[config.mk]
export PLATFORM = sky130hd
export DESIGN_NAME = instr_encoder_loader
export DESIGN_NICKNAME = d
export VERILOG_FILES = /design/src/rtl/instr_encoder_loader.sv
export SDC_FILE = /design/constraint.sdc
export NUM_CORES = 1
export LEC_CHECK = 0
export CELL_PAD_IN_SITES_DETAIL_PLACEMENT = 1
export CELL_PAD_IN_SITES_GLOBAL_PLACEMENT = 2
export CORE_MARGIN = 2
export CORE_UTILIZATION = 24
export DETAILED_ROUTE_END_ITERATION = 8
export PLACE_DENSITY_LB_ADDON = 0.1
export SYNTH_ARGS = -nofsm -noshare
export SYNTH_HDL_FRONTEND = slang
export SYNTH_SLANG_ARGS = --single-unit
[constraint.sdc]
create_clock -name clk -period 2.43 [get_ports clk]
set_input_delay 0.486 -clock clk [delete_from_list [all_inputs] [get_ports clk]]
set_output_delay 0.486 -clock clk [all_outputs]
set_load 0.02 [all_outputs]
[src/rtl/instr_encoder_loader.sv]
// Encodes symbolic MIPS instruction requests and streams them into instruction memory.
// Optional J support is compiled in with `define ENCODER_JUMP_EN.
module instr_encoder_loader #(
   parameter int ADDR_W    = 10,
   parameter int BASE_ADDR = 0,
   parameter int MAX_WORDS = 1024
) (
   input  logic              clk,
   input  logic              rst,
   input  logic              start,
   input  logic              req_valid,
   output logic              req_ready,
   input  logic [3:0]        req_op,
   input  logic [4:0]        req_rs,
   input  logic [4:0]        req_rt,
   input  logic [4:0]        req_rd,
   input  logic [15:0]       req_imm,
   input  logic [25:0]       req_target,
   input  logic              req_last,
   output logic              im_we,
   output logic [ADDR_W-1:0] im_addr,
   output logic [31:0]       im_wdata,
   output logic              busy,
   output logic              done,
   output logic              err,
   output logic [ADDR_W:0]   count
);

   // Request handshake: a request transfers at a rising edge where req_valid && req_ready.
   // req_ready is high only while loading and falls at the edge that accepts the final request.
   typedef enum logic [1:0] {S_IDLE, S_LOAD, S_DRAIN, S_DONE} state_t;

   localparam logic [ADDR_W-1:0] BASE = ADDR_W'(BASE_ADDR);
   localparam logic [ADDR_W:0]   MAXW = (ADDR_W + 1)'(MAX_WORDS);

   state_t            state;
   logic [ADDR_W-1:0] next_addr;
   logic [ADDR_W:0]   issued;
   logic [31:0]       enc_word;
   logic              enc_ok;
   logic              accept;
   logic              term;

   always_comb begin
      enc_word = '0;
      enc_ok   = 1'b1;
      case (req_op)
         4'd0: enc_word = {6'h00, req_rs, req_rt, req_rd, 5'h00, 6'h20};
         4'd1: enc_word = {6'h00, req_rs, req_rt, req_rd, 5'h00, 6'h21};
         4'd2: enc_word = {6'h00, req_rs, req_rt, req_rd, 5'h00, 6'h22};
         4'd3: enc_word = {6'h00, req_rs, req_rt, req_rd, 5'h00, 6'h23};
         4'd4: enc_word = {6'h0D, req_rs, req_rt, req_imm};
         4'd5: enc_word = {6'h23, req_rs, req_rt, req_imm};
         4'd6: enc_word = {6'h2B, req_rs, req_rt, req_imm};
         4'd7: enc_word = {6'h0F, 5'h00, req_rt, req_imm};
`ifdef ENCODER_JUMP_EN
         4'd8: enc_word = {6'h02, req_target};
`endif
         default: enc_ok = 1'b0;
      endcase
   end

`ifndef ENCODER_JUMP_EN
   logic unused_target;
   assign unused_target = ^req_target;
`endif

   assign accept = req_valid && req_ready;
   // issued counts words written plus the one pending, so the cap is hit on the accepting edge.
   assign term   = accept && (req_last || (enc_ok && (issued + 1'b1 == MAXW)));
   assign busy   = (state == S_LOAD) || (state == S_DRAIN);

   always_ff @(posedge clk or posedge rst) begin
      if (rst) begin
         state     <= S_IDLE;
         req_ready <= 1'b0;
         im_we     <= 1'b0;
         im_addr   <= '0;
         im_wdata  <= '0;
         done      <= 1'b0;
         err       <= 1'b0;
         count     <= '0;
         issued    <= '0;
         next_addr <= BASE;
      end else begin
         im_we <= 1'b0;
         if (im_we) count <= count + 1'b1;
         case (state)
            S_IDLE: begin
               if (start) begin
                  state     <= S_LOAD;
                  req_ready <= 1'b1;
                  count     <= '0;
                  err       <= 1'b0;
                  issued    <= '0;
                  next_addr <= BASE;
               end
            end
            S_LOAD: begin
               if (accept) begin
                  if (enc_ok) begin
                     im_we     <= 1'b1;
                     im_addr   <= next_addr;
                     im_wdata  <= enc_word;
                     next_addr <= next_addr + 1'b1;
                     issued    <= issued + 1'b1;
                  end else begin
                     err <= 1'b1;
                  end
                  if (term) begin
                     req_ready <= 1'b0;
                     state     <= S_DRAIN;
                  end
               end
            end
            // Any pending write is on the bus during this cycle and retires at its end.
            S_DRAIN: begin
               state <= S_DONE;
               done  <= 1'b1;
            end
            S_DONE: begin
               done  <= 1'b0;
               state <= S_IDLE;
            end
            default: state <= S_IDLE;
         endcase
      end
   end

endmodule
==> results.tsv <==
metric	value	unit
Worst Path Required	1.94	ns
pwr dens	973	mW/mm2
Hold WC Path Type	reg2reg	
post_cts resized	0	
syn_area_per_cell	9.43	um2
Setup TNS	0	ns
Worst-Margin Slew	0.527	ns
die area	0.0167	mm2
CTS H-tree lvls	3	
PortBufs	96	
area leader, netlist	dfrtp_1	
met3 Usage GRT	2.93	%
Slew headroom	64.7	%
initial antenna violation count	0	
GRT overflow	0	
vias	3168	
Final ANT Viol Nets	0	
grt met1 use	16.9	%
peak supply drop	556	uV
fmax	0.438	GHz
Inserted Clock Buffers	9	
CTS tree	yes	
nets@finish	580	
syn nets	472	
Seq/Total Area, Yosys	52.7	%
Startpoint Class	flip-flop	
min cycle time layout	2.28	ns
maximum root-to-sink buffer count	2	
Final Cycle Share	93.9	%
CTS root buf	clkbuf_16	
FF+latch count, synth	79	
met2 usage	20.5	%
crit-path max FO	5	
LEAKAGE	2.42	nW
Worst EP arrival	1.80	ns
HPWL Detailed	6.98	mm
Yosys top cell area share	52.7	%
Multi-input gate area	0.00166	mm2
status	completed	
Main synth FF type	dfrtp_1	
gpl congestion	0.704	
Clock Skews	0.00726	ns
Cells after Synth	398	
CTS Sinks	79	
FF-to-FF setup slack	0.26	ns
Initial DRC Count	122	
Post-route DRC	0	
GR peak layer	met2	
largest net degree at the start of global routing	80	
final hold vios	0	
Ant. Diodes	0	
share of layout cells above drive strength 1	9.59	%
initial core utilization	24.6	%
main area contributors after synthesis	dfrtp_1 (53%), nand2_1 (10%), o21ai_0 (5.9%)	
asr flop ratio synth	100	%
Core Region	0.0153	mm2
clock-pin slew on the worst setup and hold paths	0.06	ns
FP Rows	45	
overall power	5.25	mW
Syn-to-layout area delta	43.8	%
RSZ-0062 raised after global routing	false	
routed wire length	10.1	mm
Fill cells	1738	
EDFF count, synth	0	
Yosys warning count	0	
vias per cell	4.39	
synthesized cell area	0.00375	mm2
Setup crit end kind	primary output	
per-cell routed wire length	14.0	um
Crit Path Category	reg2out	
die width	129	um
Max-cap violations	0	
clk_lat worst skew	0.34	ns
Total GRT Usage	12.9	%
Die Y	129	um
vias in the first global route	3242	
Setup Fix Bufs, Post-CTS	0	
count of final setup violators	0	
Distinct cells, synth	48	
Max Slew Vio Count	0	
Register Area	0.00198	mm2
first-pass GRT wire length	16.6	mm
TritonRoute pass-1 iters	4	
Ports	124	
# hold bufs at CTS	0	
[synthesized netlist by cell type (all sizes together) (2+ instances only)]
| cell | instances |
|---|---|
| nor2b | 2 |
| or3 | 5 |
| ha | 8 |
| inv | 5 |
| xor2 | 16 |
| xnor2 | 4 |
| and3 | 11 |
| nand2b | 2 |
| a22o | 6 |
| o21ai | 45 |
| buf | 12 |
| o31ai | 2 |
| nand3 | 9 |
| nor2 | 32 |
| a31oi | 5 |
| nand4 | 8 |
| dfrtp | 79 |
| a21oi | 7 |
| nand2 | 101 |
| nor3 | 6 |
| clkbuf | 8 |
| mux2i | 9 |
[kinds of logic after synthesis]
kind of cell / Yosys count / share of synthesized area, %
and+or+nand+nor: 182 / 22.2
adders and majority gates: 8 / 2.67
DFF: 79 / 52.7
AOI/OAI and AO/OA: 72 / 11.5
buffers and inverters: 26 / 3.23
muxes: 10 / 2.70
other: 1 / 0.0999
xor gates and xnor gates: 20 / 4.87
[path summary, 6_finish.rpt]
path	from	to	cells past startpoint
min	im_addr[6]	im_addr[6]	2
max	state[0]	busy	3
max reg2reg	issued[5]	state[1]	6
min reg2reg	im_addr[6]	im_addr[6]	2
max in group asynchronous	rst	im_wdata[0]	3
min in group asynchronous	rst	count[10]	3
[power by group]
group,internal [mW],total [mW],switching (mW)
clock network,0.961,1.52,0.558
logic,0.879,1.89,1.01
registers,1.63,1.84,0.207
[cells in the final DEF, fill, tap and decap left out, types with 9 or more instances in the layout]
cell | Yosys | final
o21ai_0 | 44 | 44
nand2_1 | 101 | 101
mux2i_1 | 9 | 9
clkdlybuf4s50_1 | 0 | 96
xor2_1 | 16 | 16
dfrtp_1 | 79 | 79
nor2_1 | 32 | 32
clkbuf_16 | 0 | 9
buf_4 | 1 | 19
[per-stage QoR]
| step | area, um2 | instances | setup slack [ns] | utilization (%) | hold WS (ns) |
|---|---|---|---|---|---|
| floorplan | 3760 | 398 | 0.225 | - | 0.459 |
| global placement | 5070 | 706 | 0.110 | 33.2 | 0.457 |
| detailed placement | 5070 | 706 | 0.108 | 33.2 | 0.465 |
| CTS | 5400 | 722 | 0.125 | 35.4 | 0.481 |
| global route | 5400 | 722 | 0.0581 | 35.4 | 0.506 |
| finish | 5400 | 722 | 0.149 | 35.4 | 0.475 |
[layout make-up]
class | count | area share (%)
Tap cell | 211 | 4.89
Multi-Input combinational cell | 293 | 30.7
Timing Repair Buffer | 117 | 21.2
Clock buffer | 12 | 4.75
Clock inverter | 4 | 1.41
Inverter | 6 | 0.487
Sequential cell | 79 | 36.6
[sequential cells by signal, summed over array words and instances (netlist names)]
signal	count
count	11
done	1
im_wdata	31
im_addr	10
req_ready	1
issued	11
err	1
im_we	1
next_addr	10
state	2
[routing by layer]
| layer | share of wire (%) | wire [um] |
|---|---|---|
| met1 | 48 | 4830 |
| met2 | 46 | 4670 |
| met3 | 4.0 | 407 |
| met4 | 1.8 | 183 |
| met5 | 0 | 0 |
[worst max-delay path, stage by stage, from the launching register on]
cell             delay [ns]
dfrtp_1                0.43
inv_1                  0.09
ha_1                   0.33
clkdlybuf4s50_1        0.62
Note: power is estimated with default switching activity, not from simulation.
